===== src/rtl/alu_op_pkg.sv =====
// Shared types for the ALU control interface: control codes, opcodes,
// operand-A selects and the decoded-entry record carried through the issue stage.
package alu_op_pkg;

    typedef enum logic [5:0] {
        ALU_ADD    = 6'd0,
        ALU_SLL    = 6'd1,
        ALU_SLT    = 6'd2,
        ALU_SLTU   = 6'd3,
        ALU_XOR    = 6'd4,
        ALU_SRL    = 6'd5,
        ALU_OR     = 6'd6,
        ALU_AND    = 6'd7,
        ALU_SUB    = 6'd8,
        ALU_SRA    = 6'd13,
        ALU_BEQ    = 6'd16,
        ALU_BNE    = 6'd17,
        ALU_BLT    = 6'd20,
        ALU_BGE    = 6'd21,
        ALU_BLTU   = 6'd22,
        ALU_BGEU   = 6'd23,
        ALU_MUL    = 6'd24,
        ALU_MULH   = 6'd25,
        ALU_MULHSU = 6'd26,
        ALU_MULHU  = 6'd27,
        ALU_DIV    = 6'd28,
        ALU_DIVU   = 6'd29,
        ALU_REM    = 6'd30,
        ALU_REMU   = 6'd31,
        ALU_PASS_A = 6'd63
    } alu_op_e;

    localparam logic [6:0] OPC_OP     = 7'b0110011;
    localparam logic [6:0] OPC_OPIMM  = 7'b0010011;
    localparam logic [6:0] OPC_BRANCH = 7'b1100011;
    localparam logic [6:0] OPC_JAL    = 7'b1101111;
    localparam logic [6:0] OPC_JALR   = 7'b1100111;
    localparam logic [6:0] OPC_LUI    = 7'b0110111;
    localparam logic [6:0] OPC_AUIPC  = 7'b0010111;
    localparam logic [6:0] OPC_LOAD   = 7'b0000011;
    localparam logic [6:0] OPC_STORE  = 7'b0100011;

    typedef enum logic [1:0] {
        OPA_RS1  = 2'd0,
        OPA_PC   = 2'd1,
        OPA_PC4  = 2'd2,
        OPA_ZERO = 2'd3
    } op_a_sel_e;

    // Immediate is kept at 32 bits here; the issue stage sign-extends to DataWidth.
    typedef struct packed {
        alu_op_e     alu_ctrl;
        op_a_sel_e   op_a_sel;
        logic        op_b_sel;
        logic [31:0] imm;
        logic [4:0]  rs1;
        logic [4:0]  rs2;
        logic [4:0]  rd;
        logic        reg_we;
        logic        is_branch;
        logic        is_jump;
        logic        is_load;
        logic        is_store;
        logic        illegal;
    } dec_entry_t;

    // Turn an entry into the canonical illegal form: no ALU work, no side effects.
    function automatic dec_entry_t mark_illegal(input dec_entry_t e);
        dec_entry_t r;
        r           = e;
        r.alu_ctrl  = ALU_ADD;
        r.op_a_sel  = OPA_RS1;
        r.op_b_sel  = 1'b0;
        r.imm       = '0;
        r.reg_we    = 1'b0;
        r.is_branch = 1'b0;
        r.is_jump   = 1'b0;
        r.is_load   = 1'b0;
        r.is_store  = 1'b0;
        r.illegal   = 1'b1;
        return r;
    endfunction

endpackage


===== src/rtl/alu_op_encoder.sv =====
// Combinational RV32I(M) decoder: instruction word -> decoded ALU entry.
// Optional feature macro: MULDIV_EN (funct7==0x01 R-type decodes to codes 24..31).
module alu_op_encoder
    import alu_op_pkg::*;
(
    input  logic [31:0] instr,
    output dec_entry_t  entry
);

    logic [6:0]  opc;
    logic [2:0]  f3;
    logic [6:0]  f7;
    logic [31:0] imm_i, imm_s, imm_b, imm_u, imm_j;

    assign opc   = instr[6:0];
    assign f3    = instr[14:12];
    assign f7    = instr[31:25];
    assign imm_i = {{20{instr[31]}}, instr[31:20]};
    assign imm_s = {{20{instr[31]}}, instr[31:25], instr[11:7]};
    assign imm_b = {{19{instr[31]}}, instr[31], instr[7], instr[30:25], instr[11:8], 1'b0};
    assign imm_u = {instr[31:12], 12'h000};
    assign imm_j = {{11{instr[31]}}, instr[31], instr[19:12], instr[20], instr[30:21], 1'b0};

    // Decode opcode/funct fields into control code, operand selects and class flags.
    always_comb begin
        dec_entry_t e;
        logic       bad;
        logic       we;
        e          = '0;
        e.alu_ctrl = ALU_ADD;
        e.op_a_sel = OPA_RS1;
        e.rs1      = instr[19:15];
        e.rs2      = instr[24:20];
        e.rd       = instr[11:7];
        bad        = 1'b0;
        we         = 1'b0;
        case (opc)
            OPC_OP: begin
                we = 1'b1;
                if (f7 == 7'h00) begin
                    e.alu_ctrl = alu_op_e'({3'b000, f3});
                end else if (f7 == 7'h20) begin
                    e.alu_ctrl = alu_op_e'({3'b001, f3});
                    bad        = !(f3 == 3'd0 || f3 == 3'd5);
                end else if (f7 == 7'h01) begin
`ifdef MULDIV_EN
                    e.alu_ctrl = alu_op_e'({3'b011, f3});
`else
                    bad = 1'b1;
`endif
                end else begin
                    bad = 1'b1;
                end
            end
            OPC_OPIMM: begin
                we         = 1'b1;
                e.op_b_sel = 1'b1;
                e.imm      = imm_i;
                if (f3 == 3'd1) begin
                    // Shifts carry only the 5-bit shamt as the operand.
                    e.imm      = {27'd0, instr[24:20]};
                    e.alu_ctrl = ALU_SLL;
                    bad        = (f7 != 7'h00);
                end else if (f3 == 3'd5) begin
                    e.imm      = {27'd0, instr[24:20]};
                    e.alu_ctrl = alu_op_e'({2'b00, f7[5], f3});
                    bad        = !(f7 == 7'h00 || f7 == 7'h20);
                end else begin
                    e.alu_ctrl = alu_op_e'({3'b000, f3});
                end
            end
            OPC_BRANCH: begin
                e.alu_ctrl  = alu_op_e'({3'b010, f3});
                e.imm       = imm_b;
                e.is_branch = 1'b1;
                bad         = (f3 == 3'd2 || f3 == 3'd3);
            end
            OPC_JAL: begin
                we         = 1'b1;
                e.alu_ctrl = ALU_PASS_A;
                e.op_a_sel = OPA_PC4;
                e.imm      = imm_j;
                e.is_jump  = 1'b1;
            end
            OPC_JALR: begin
                we         = 1'b1;
                e.alu_ctrl = ALU_PASS_A;
                e.op_a_sel = OPA_PC4;
                e.imm      = imm_i;
                e.is_jump  = 1'b1;
            end
            OPC_LUI: begin
                we         = 1'b1;
                e.op_a_sel = OPA_ZERO;
                e.op_b_sel = 1'b1;
                e.imm      = imm_u;
            end
            OPC_AUIPC: begin
                we         = 1'b1;
                e.op_a_sel = OPA_PC;
                e.op_b_sel = 1'b1;
                e.imm      = imm_u;
            end
            OPC_LOAD: begin
                we         = 1'b1;
                e.op_b_sel = 1'b1;
                e.imm      = imm_i;
                e.is_load  = 1'b1;
            end
            OPC_STORE: begin
                e.op_b_sel = 1'b1;
                e.imm      = imm_s;
                e.is_store = 1'b1;
            end
            default: bad = 1'b1;
        endcase
        // x0 is never written.
        e.reg_we = we && (e.rd != 5'd0);
        entry    = bad ? mark_illegal(e) : e;
    end

endmodule


===== src/rtl/alu_op_issue.sv =====
// Decode/issue stage: valid/ready on both sides with an output register plus
// one skid register, so one instruction per clock is sustained under backpressure.
// Optional feature macro: MULDIV_EN (handled in alu_op_encoder).
module alu_op_issue
    import alu_op_pkg::*;
#(
    parameter int unsigned DataWidth = 32  // must be >= 32
) (
    input  logic                 clk,
    input  logic                 reset,
    input  logic                 in_valid,
    output logic                 in_ready,
    input  logic [31:0]          in_instr,
    input  logic [DataWidth-1:0] in_pc,
    input  logic                 flush,
    output logic                 out_valid,
    input  logic                 out_ready,
    output logic [5:0]           alu_ctrl,
    output logic [1:0]           op_a_sel,
    output logic                 op_b_sel,
    output logic [DataWidth-1:0] imm,
    output logic [4:0]           rs1,
    output logic [4:0]           rs2,
    output logic [4:0]           rd,
    output logic                 reg_we,
    output logic                 is_branch,
    output logic                 is_jump,
    output logic                 is_load,
    output logic                 is_store,
    output logic                 illegal,
    output logic [DataWidth-1:0] out_pc
);

    dec_entry_t           dec;
    dec_entry_t           out_q, out_d, skid_q, skid_d;
    logic [DataWidth-1:0] out_pc_q, out_pc_d, skid_pc_q, skid_pc_d;
    logic                 out_valid_q, out_valid_d, skid_valid_q, skid_valid_d;
    logic                 in_ready_q, in_ready_d;
    logic                 accept, drain;

    alu_op_encoder u_enc (
        .instr (in_instr),
        .entry (dec)
    );

    assign accept = in_valid & in_ready_q;
    assign drain  = out_valid_q & out_ready;

    // Next-state for the two-entry FIFO; flush wins over accept and drain.
    always_comb begin
        out_d        = out_q;
        out_pc_d     = out_pc_q;
        skid_d       = skid_q;
        skid_pc_d    = skid_pc_q;
        out_valid_d  = out_valid_q;
        skid_valid_d = skid_valid_q;
        if (flush) begin
            out_valid_d  = 1'b0;
            skid_valid_d = 1'b0;
        end else if (skid_valid_q) begin
            // in_ready is low here, so only the skid->output move can happen.
            if (drain) begin
                out_d        = skid_q;
                out_pc_d     = skid_pc_q;
                skid_valid_d = 1'b0;
            end
        end else if (!out_valid_q || drain) begin
            out_valid_d = accept;
            if (accept) begin
                out_d    = dec;
                out_pc_d = in_pc;
            end
        end else if (accept) begin
            skid_d       = dec;
            skid_pc_d    = in_pc;
            skid_valid_d = 1'b1;
        end
        // Registered so in_ready has no combinational path from out_ready.
        in_ready_d = !skid_valid_d;
    end

    // State registers with synchronous reset; reset also covers a concurrent flush.
    always_ff @(posedge clk) begin
        if (reset) begin
            out_q        <= '0;
            skid_q       <= '0;
            out_pc_q     <= '0;
            skid_pc_q    <= '0;
            out_valid_q  <= 1'b0;
            skid_valid_q <= 1'b0;
            in_ready_q   <= 1'b0;
        end else begin
            out_q        <= out_d;
            skid_q       <= skid_d;
            out_pc_q     <= out_pc_d;
            skid_pc_q    <= skid_pc_d;
            out_valid_q  <= out_valid_d;
            skid_valid_q <= skid_valid_d;
            in_ready_q   <= in_ready_d;
        end
    end

    assign in_ready  = in_ready_q;
    assign out_valid = out_valid_q;
    assign alu_ctrl  = out_q.alu_ctrl;
    assign op_a_sel  = out_q.op_a_sel;
    assign op_b_sel  = out_q.op_b_sel;
    assign imm       = DataWidth'($signed(out_q.imm));
    assign rs1       = out_q.rs1;
    assign rs2       = out_q.rs2;
    assign rd        = out_q.rd;
    assign reg_we    = out_q.reg_we;
    assign is_branch = out_q.is_branch;
    assign is_jump   = out_q.is_jump;
    assign is_load   = out_q.is_load;
    assign is_store  = out_q.is_store;
    assign illegal   = out_q.illegal;
    assign out_pc    = out_pc_q;

endmodule


===== config.mk =====
export PLATFORM = sky130hd
export DESIGN_NAME = alu_op_issue
export DESIGN_NICKNAME = d
export VERILOG_FILES = /design/src/rtl/alu_op_pkg.sv /design/src/rtl/alu_op_encoder.sv /design/src/rtl/alu_op_issue.sv
export SDC_FILE = /design/constraint.sdc
export NUM_CORES = 1
export LEC_CHECK = 0
export ABC_AREA = 1
export BUFFER_PORTS_ARGS = -buffer_cell sky130_fd_sc_hd__buf_2
export CAP_MARGIN = 10
export CORE_AREA = 2 2 139 141
export DETAILED_ROUTE_END_ITERATION = 10
export DIE_AREA = 0 0 141 143
export PLACE_DENSITY = 0.73
export SYNTH_ARGS = -nofsm -noshare
export SYNTH_HDL_FRONTEND = slang
export SYNTH_SLANG_ARGS = --single-unit

===== constraint.sdc =====
create_clock -name clk -period 2.47 [get_ports clk]
set_input_delay 0.247 -clock clk [delete_from_list [all_inputs] [get_ports clk]]
set_output_delay 0.247 -clock clk [all_outputs]
set_load 0.01 [all_outputs]

==> metrics.yaml <==
clock_network:
  cts_tree: "built"
  cts_made_buffers: 17
  clock-root-buffer: "clkbuf_16"
  cts.sinks: 191
  clock_latency_ns: 0.44
  cts.repair.resized: 0
  htreeDepth: 4
  clockBufferDepth: 2
  clkSlewWorstSetupHoldPaths_ns: 0.08
  ctsHoldBuffers: 0
  cts_setup_buffers: 0
status:
  status: "finished clean"
floorplan:
  coreArea_sq_mm: 0.0186
  die_x_microns: 141
  dieArea_sq_mm: 0.0202
  io_pins: 165
  dieHeight_microns: 143
  start_util: 0.441
  rows: 50
yosys:
  synth_area_per_cell_sq_um: 7.17
  synth_seq_cells: 191
  yosysSeqAreaShare: 0.466
  ys_warn_count: 0
  syn_area_sq_mm: 0.00820
  syn_inst: 1144
  syn_nets: 1213
  synth_cell_types: 26
timing:
  fin_crit_sh: 0.760
  relSlewSlack: 0.253
  finalClockSkew_ns: 0.00778
  hold_violations: 0
  fmax_mhz: 532
  final.setup.tns_ns: 0
  fin_crit_ns: 1.88
  tightest_slew_ns: 1.12
  drv_slew: 0
  grt_setup_unrepaired: "no"
  finalSetupViolations: 0
layout:
  layout.nets: 1320
  drive_gt1_frac: 0.180
  syn_to_final_growth_pct: 19.2
route:
  drtIter0Drc: 638
  drc: 0
  dr.pass1.iters: 5
  routed_wl_mm: 24.4
  vias: 8254
  post_drt_wl_per_cell_microns: 16.3
  via_per_inst: 5.51
  antenna_left: 0
placed_design:
  detailed_place_hpwl_mm: 15.6
  gp_congestion: 0.901
  portBuffers: 164
setup_path:
  critical_path_class: "flop to flop"
  rrSetupSlack_ns: 0.59
  path_cells: "inv_2 > buf_4 > nand3_1 > a21oi_1"
  r2r-start: "skid_valid_q"
  end_kind: "flop"
  startpoint_type: "flop"
  path_buf_inv: 2
  rr_worst_depth: 4
  critPathTopFamily: "buffers and inverters"
  critPathMaxStageDelay_ns: 0.81
  slowest_stage: "buf_4"
  path_max_fanout: 93
  cp.arrival_ns: 2.25
  required_ns: 2.84
  worstReg2RegEnd: "op_a_sel[0]"
hold_path:
  min_path_cells: 3
  hold_path_class: "primary input to flop"
  min-delay-start: "in_pc[26]"
  whs_endpoint: "skid_pc_q[26]"
grt:
  grt_max_degree: 94
  grt-ovfl-total: 0
  grt_use_total: 0.239
  grt_pass1_vias: 7366
  grt_pass1_wl_mm: 38.5
  antenna_found_initial: 1
power:
  powerDensity_mw_per_mm2: 687
  worst_ir_drop_vdd_mv: 0.485
  pwr-share-seq: 0.478
  combinationalPowerShare: 0.078
  switching_power_w: 0.00169
  sw_frac_of_total: 0.252
  p_total_w: 0.00671
  p_leak_nw: 4.49
  power.share.clock: 0.444
  p_int_w: 0.00502
run:
  max_cap_viol_count: 0
## power by group through the flow
stage               Clock [W]  Combinational, W  Sequential [W]
global placement            0          0.000518         0.00328
global route          0.00315          0.000583         0.00321
finish                0.00298          0.000526         0.00321
floorplan                   0          0.000242         0.00331
detailed placement          0          0.000524         0.00328
CTS                   0.00302          0.000526         0.00321
## logic make-up (layout without fill, tap and decap cells)
family,count (synthesis),after routing,share of synthesized area
compound gates,401,401,0.253
simple gates,413,413,0.209
buf+inv,139,259,0.0715
flops,191,191,0.466
other cells,0,1,0
## tightest hold or removal path: cells and delay by family
kind                   cells  cell delay, ns
buffers and inverters      1            0.09
AND/OR/NAND/NOR            2            0.12
## layout make-up
| cell class | count | area, sq um |
|---|---|---|
| clock inverters | 14 | 194 |
| fillers | 1805 | 8800 |
| clock buffers | 18 | 439 |
| well taps | 234 | 293 |
| repair buffers | 182 | 1060 |
| multi-input cells | 814 | 3790 |
| diodes | 1 | 2.50 |
| flip-flops and latches | 191 | 3830 |
| inverters | 45 | 173 |
## Yosys cell counts
cell      instances  area share
nor3_2            1      0.0012
o21ai_0         203        0.12
a31oi_1          47       0.036
buf_2            25       0.015
nand4_1           2      0.0015
nand2_1         205       0.094
nor2_1          120       0.055
nor2_2            2      0.0015
inv_2             6      0.0027
buf_6             4      0.0055
nor3_4            1      0.0020
clkbuf_1         62       0.028
buf_4             1     0.00092
nand3b_1         11       0.010
or2_2             1     0.00076
nor2_4            1      0.0014
o31ai_1           1     0.00092
nor3_1            1     0.00061
nand3_1          67       0.041
o21ai_1           1     0.00061
dfxtp_1         191        0.47
buf_1             2     0.00092
o211ai_1          2      0.0018
a21oi_1         147       0.090
inv_1            39       0.018
nor4_1            1     0.00076
## per-layer routing
metal  GRT usage  up-vias  share of wire
met5           0        -              0
met4      0.0911        0          0.023
met3      0.0594       31          0.075
met2       0.369      293           0.45
met1       0.323     3843           0.45
li1            -     4087              -
## cell usage in the layout (no fill, tap or decap), types with 2 or more instances in the layout
cell type,synthesis,final
nor2_2,2,2
buf_12,0,8
nand2_1,205,205
nand3b_1,11,11
a31oi_1,47,47
inv_1,39,38
nor2_1,120,120
dfxtp_1,191,190
nand4_1,2,2
a21oi_1,147,147
o211ai_1,2,2
buf_4,1,10
inv_2,6,5
nand3_1,67,67
o21ai_0,203,203
buf_2,25,164
inv_8,0,3
inv_6,0,7
bufinv_16,0,3
clkbuf_16,0,17
## through the flow
step,setup slack (ns),util,hold WS (ns),instances,area [sq um]
2_1_floorplan,0.949,-,0.316,1144,8200
3_3_place_gp,0.545,0.492,0.453,1466,9140
3_5_place_dp,0.468,0.492,0.457,1466,9140
4_1_cts,0.600,0.526,0.0268,1498,9770
5_1_grt,0.378,0.526,0.0353,1499,9780
6_report,0.592,0.526,0.0448,1499,9780
## worst max path at each step
stage,start,end,cells past startpoint,slack (ns)
6_report,skid_valid_q,op_a_sel[0],4,0.59
5_1_grt,out_valid,rd[0],8,0.38
4_1_cts,skid_valid_q,imm[0],8,0.60
3_5_place_dp,in_instr[1],imm[28],12,0.47
3_3_place_gp,in_instr[1],imm[23],12,0.54
2_1_floorplan,skid_valid_q,skid_q[0],8,0.95
## flip-flops by register name (all words and copies together), names as in the netlist, 2 cells and up
register	cells
skid_q	62
imm	32
out_pc	32
skid_pc_q	32
alu_ctrl	6
rd	5
rs1	5
rs2	5
op_a_sel	2
(Power assumes the default switching activity.)
